File: src/rtl/ram_arbiter.sv
// Round-robin arbiter sharing one single-port RAM between two requesters.
// One atomic transaction at a time: grant, RAM access, response (3 cycles).
module ram_arbiter #(
  parameter int data_width = 4,
  parameter int addr_width = 4
) (
  input  logic                  clk,
  input  logic                  rst,
  input  logic                  req0,
  input  logic                  req1,
  input  logic                  we0,
  input  logic                  we1,
  input  logic [addr_width-1:0] addr0,
  input  logic [addr_width-1:0] addr1,
  input  logic [data_width-1:0] wdata0,
  input  logic [data_width-1:0] wdata1,
  output logic                  gnt0,
  output logic                  gnt1,
  output logic                  done0,
  output logic                  done1,
  output logic [data_width-1:0] rdata,
  output logic                  busy,
  output logic                  mem_rw,
  output logic [addr_width-1:0] mem_addr,
  output logic [data_width-1:0] mem_datain,
  input  logic [data_width-1:0] mem_dataout
);

  typedef enum logic [1:0] {
    IDLE   = 2'd0,
    ACCESS = 2'd1,
    RESP   = 2'd2
  } state_t;

  state_t state, state_nxt;
  logic   last;
  logic   owner;
  logic   wr_q;
  logic   any_req;
  logic   sel;

  always_ff @(posedge clk or posedge rst) begin
    if (rst) state <= IDLE;
    else     state <= state_nxt;
  end

  // On a tie the requester that did not win last time is chosen.
  always_comb begin
    any_req   = req0 | req1;
    sel       = (req0 & req1) ? ~last : req1;
    state_nxt = state;
    case (state)
      IDLE:    if (any_req) state_nxt = ACCESS;
      ACCESS:  state_nxt = RESP;
      RESP:    state_nxt = IDLE;
      default: state_nxt = IDLE;
    endcase
  end

  always_ff @(posedge clk or posedge rst) begin
    if (rst) begin
      gnt0       <= 1'b0;
      gnt1       <= 1'b0;
      done0      <= 1'b0;
      done1      <= 1'b0;
      rdata      <= '0;
      mem_rw     <= 1'b0;
      mem_addr   <= '0;
      mem_datain <= '0;
      last       <= 1'b1;
      owner      <= 1'b0;
      wr_q       <= 1'b0;
    end else begin
      gnt0  <= 1'b0;
      gnt1  <= 1'b0;
      done0 <= 1'b0;
      done1 <= 1'b0;
      case (state)
        IDLE: begin
          if (any_req) begin
            owner      <= sel;
            gnt0       <= ~sel;
            gnt1       <= sel;
            mem_addr   <= sel ? addr1  : addr0;
            mem_rw     <= sel ? we1    : we0;
            mem_datain <= sel ? wdata1 : wdata0;
            wr_q       <= sel ? we1    : we0;
          end else begin
            mem_rw <= 1'b0;
          end
        end
        // Write strobe is dropped here so it is exactly one cycle wide.
        ACCESS: mem_rw <= 1'b0;
        RESP: begin
          done0 <= ~owner;
          done1 <= owner;
          if (!wr_q) rdata <= mem_dataout;
          last  <= owner;
        end
        default: ;
      endcase
    end
  end

  // The completion cycle still belongs to the transaction.
  assign busy = (state != IDLE) | done0 | done1;

endmodule

File: config.mk
export PLATFORM = sky130hd
export DESIGN_NAME = ram_arbiter
export DESIGN_NICKNAME = d
export VERILOG_FILES = /design/src/rtl/ram_arbiter.sv
export SDC_FILE = /design/constraint.sdc
export NUM_CORES = 1
export LEC_CHECK = 0
export CAP_MARGIN = 25
export CORE_MARGIN = 2
export CORE_UTILIZATION = 37
export CTS_BUF_LIST = sky130_fd_sc_hd__clkbuf_4 sky130_fd_sc_hd__clkbuf_8
export DETAILED_ROUTE_END_ITERATION = 8
export MAX_ROUTING_LAYER = met4
export PLACE_DENSITY = 0.77
export SETUP_SLACK_MARGIN = 0.1
export SLEW_MARGIN = 10
export SYNTH_ARGS = -nofsm -noshare
export SYNTH_HDL_FRONTEND = slang
export SYNTH_SLANG_ARGS = --single-unit
File: constraint.sdc
create_clock -name clk -period 1.4 [get_ports clk]
set_input_delay 0.28 -clock clk [delete_from_list [all_inputs] [get_ports clk]]
set_output_delay 0.28 -clock clk [all_outputs]
set_load 0.01 [all_outputs]
==> results.md <==
- Wire per inst: roughly 13 µm
- Worst setup EP type: register
- Final setup skew: around 0.0044 ns
- CTS tree: yes
- TritonRoute pass-1 iters: 4
- Critical Path Max Stage Delay: roughly 0.57 ns
- Instance count on the critical path: 4
- Crit share post-route: 106.6%
- Post-Syn Area: around 910 µm²
- Slew @ Worst Pin: between 0.3 and 0.4 ns
- Die Width: about 54 µm
- Critical path startpoint: last$_DFFE_PP1N_
- Hold WS: about 0.22 ns
- Max Clk Rate: ~670 MHz
- Worst EP arrival: between 1.5 and 2 ns
- Final GP Congestion: between 0.7 and 0.8
- Synthesized Nets: between 90 and 100
- DIE HEIGHT: approximately 54 µm
- Minimum clock period: approximately 1.5 ns
- RSZ-0062 raised after global routing: yes
- Pwr/cell area: 1840 nW/µm²
- Num CTS Buffers: 3
- CP Class: register to register
- GRT Util Overall: between 10% and 20%
- CTS Sinks: 22
- Post-DP HPWL: around 1.5 mm
- Slew headroom: 79.59%
- # diodes: 0
- Remaining DRCs: 0
- Largest area contributor in the netlist: dfrtp_1
- Most frequent cell after synthesis: dfrtp_1
- Nets: ~150
- Area grow syn2layout: 76.58%
- Worst Hold Class: primary input to asynchronous set/reset pin
- Boundary pin count: between 40 and 50
- Status: finished, violations left
- Internal reg-to-reg setup slack: -0.09 ns
- Slowest cell on the critical path: dfstp_2
- Final Total Pwr: slightly below 0.003 W
- Initial antenna violation count: 0
- Worst-path clk slew: roughly 0.12 ns
- CORE AREA: 2410 µm²
- Final slew viol count: 0
- R2R cell count: 4
- Top cells by area, synth: dfrtp_1, mux2_2, dfstp_2
- Vias: approximately 700
- Share of cells above drive strength 1: 38.89%
- LEAKAGE: between 0.7 and 0.8 nW
- Clock Path Buffers: 2
- Failing checks: setup timing
- Vias in the first global route: 749
- Max cap viols: 0
- Post-synth top cells: dfrtp_1, mux2_2, nor2_1
- Cell family with most CP delay: flip-flops
- Die area: roughly 2900 µm²
- Yosys Warn Count: 0
- Global-route wire length before repair: around 3.1 mm
- Post-synthesis cell type count: 15
- Critical Path Fanout Max: 5
- CP endpoint: mem_addr[0]$_DFFE_PP0P_
- Final WS setup: -0.09309 ns
- Sequential area share after synthesis: 60.41%
- Std-Cell Rows: 18
- Worst-skew pair later-pin latency: ~0.29 ns
- IO Port Bufs: between 40 and 50
- Total routed wirelength: around 2.0 mm
- Fin. Hold Viols: 0
- Root buf cell: clkbuf_4
- Top_reg_cell synth: dfrtp_1
- EDFF count, synth: 0
- Peak supply drop: between 0.001 and 0.0015 V
- Worst flop-to-flop path endpoint: mem_addr[0]$_DFFE_PP0P_
- Worst Path Buf+Inv: 1
- Reg-to-Reg Start: last$_DFFE_PP1N_
- Total gr overflow: 0
- Mapped Cells: 66
- Antenna Nets Post-Route: 0
- Syn_area_per_cell: about 14 µm²
- Number of synthesized register bits: 22
- Via density per instance: between 4 and 5
- Pin count of the biggest net entering global routing: 13
- Crit path required time: roughly 1.6 ns
- Yosys top cell area share: 57.53%
- Final Setup Violations: 9
- FFs w/ async S/R, synth: 100.0%
- Worst-path cell chain: a21bo_4, buf_6, mux2_4, mux2_2
- Initial DRC Count: 2
- Initial Util: between 30% and 40%
- H-tree depth: 1
- CP startpoint kind: register
==> flip-flops by register name (all words and copies together) (netlist names) <==
register and cells:
wr_q 1, state 2, done1 1, done0 1
gnt1 1, rdata 4, mem_addr 4, mem_datain 4
gnt0 1, owner 1, mem_rw 1, last 1
==> cells by family (layout without fill, tap and decap cells) <==
kind of cell,after synthesis,in the layout,share of synthesized area (%)
AOI/OAI and AO/OA,5,5,3.835
buffers and inverters,6,66,3.424
muxes,22,22,26.85
DFF,22,22,60.41
and+or+nand+nor,11,11,5.480
==> where the power goes <==
part           internal (W)  switching (W)
logic              0.000921       0.000598
clock network      0.000158       0.000177
registers          0.000944       0.000170
total               0.00202       0.000945
==> final cells by class <==
class	count	area [µm²]
fillers	181	797.0
inverters	4	15.01
repair buffers	58	545.5
multi-input cells	38	426.7
clock buffers	4	36.28
well taps	30	37.54
flip-flops and latches	22	551.8
==> how the worst min path moves through the flow <==
stage	start	to	slack [ns]	cells after the start
finish	rst	state[0]$_DFFE_PP0P_	0.22	2
global route	rst	mem_rw$_DFFE_PP0P_	0.24	2
CTS	rst	mem_rw$_DFFE_PP0P_	0.21	2
detailed placement	owner$_DFFE_PP0P_	done0$_DFF_PP0_	0.45	1
global placement	owner$_DFFE_PP0P_	done0$_DFF_PP0_	0.44	1
floorplan	rst	done0$_DFF_PP0_	0.27	1
==> layout by cell type, fill, tap and decap left out, types with 3 or more instances in the layout <==
cell type / count
clkdlybuf4s50_1: 24
dfrtp_1: 21
mux2_4: 13
dlygate4sd2_1: 13
buf_4: 11
mux2_2: 7
clkdlybuf4s15_1: 5
inv_1: 4
clkbuf_4: 3
buf_6: 3
==> through the flow <==
step	area [µm²]	TNS, ns	util [%]	instances	setup WS, ns
floorplan	939.7	-0.3648	-	66	-0.05211
global placement	1459	-4.139	60.54	146	-0.4478
detailed placement	1459	-4.395	60.54	146	-0.4667
CTS	1544	-0.6847	64.07	154	-0.09128
global route	1613	-1.014	66.93	156	-0.1353
finish	1613	-0.6872	66.93	156	-0.09309
==> routing by layer <==
metal | wire length [µm] | GRT usage, % | vias to the layer above
met3 | 154 | 3.333 | 4
li1 | - | - | 343
met4 | 22 | 5.128 | 0
met5 | 0 | - | -
met1 | 814 | 17.74 | 344
met2 | 1023 | 27.03 | 30
==> repair_timing <==
item	4_1_cts	5_1_grt
buffers inserted	4	3
gates cloned	0	0
pin swaps	1	3
hold buffers	0	0
gates resized for setup	29	19
endpoints found under the setup margin	32	19
==> worst register-to-register path, cell delays in order, from the launching register on <==
cell,delay [ns]
dfstp_2,0.57
a21bo_4,0.15
buf_6,0.13
mux2_4,0.29
mux2_2,0.25
No activity file was read; power rests on OpenSTA's default activity.
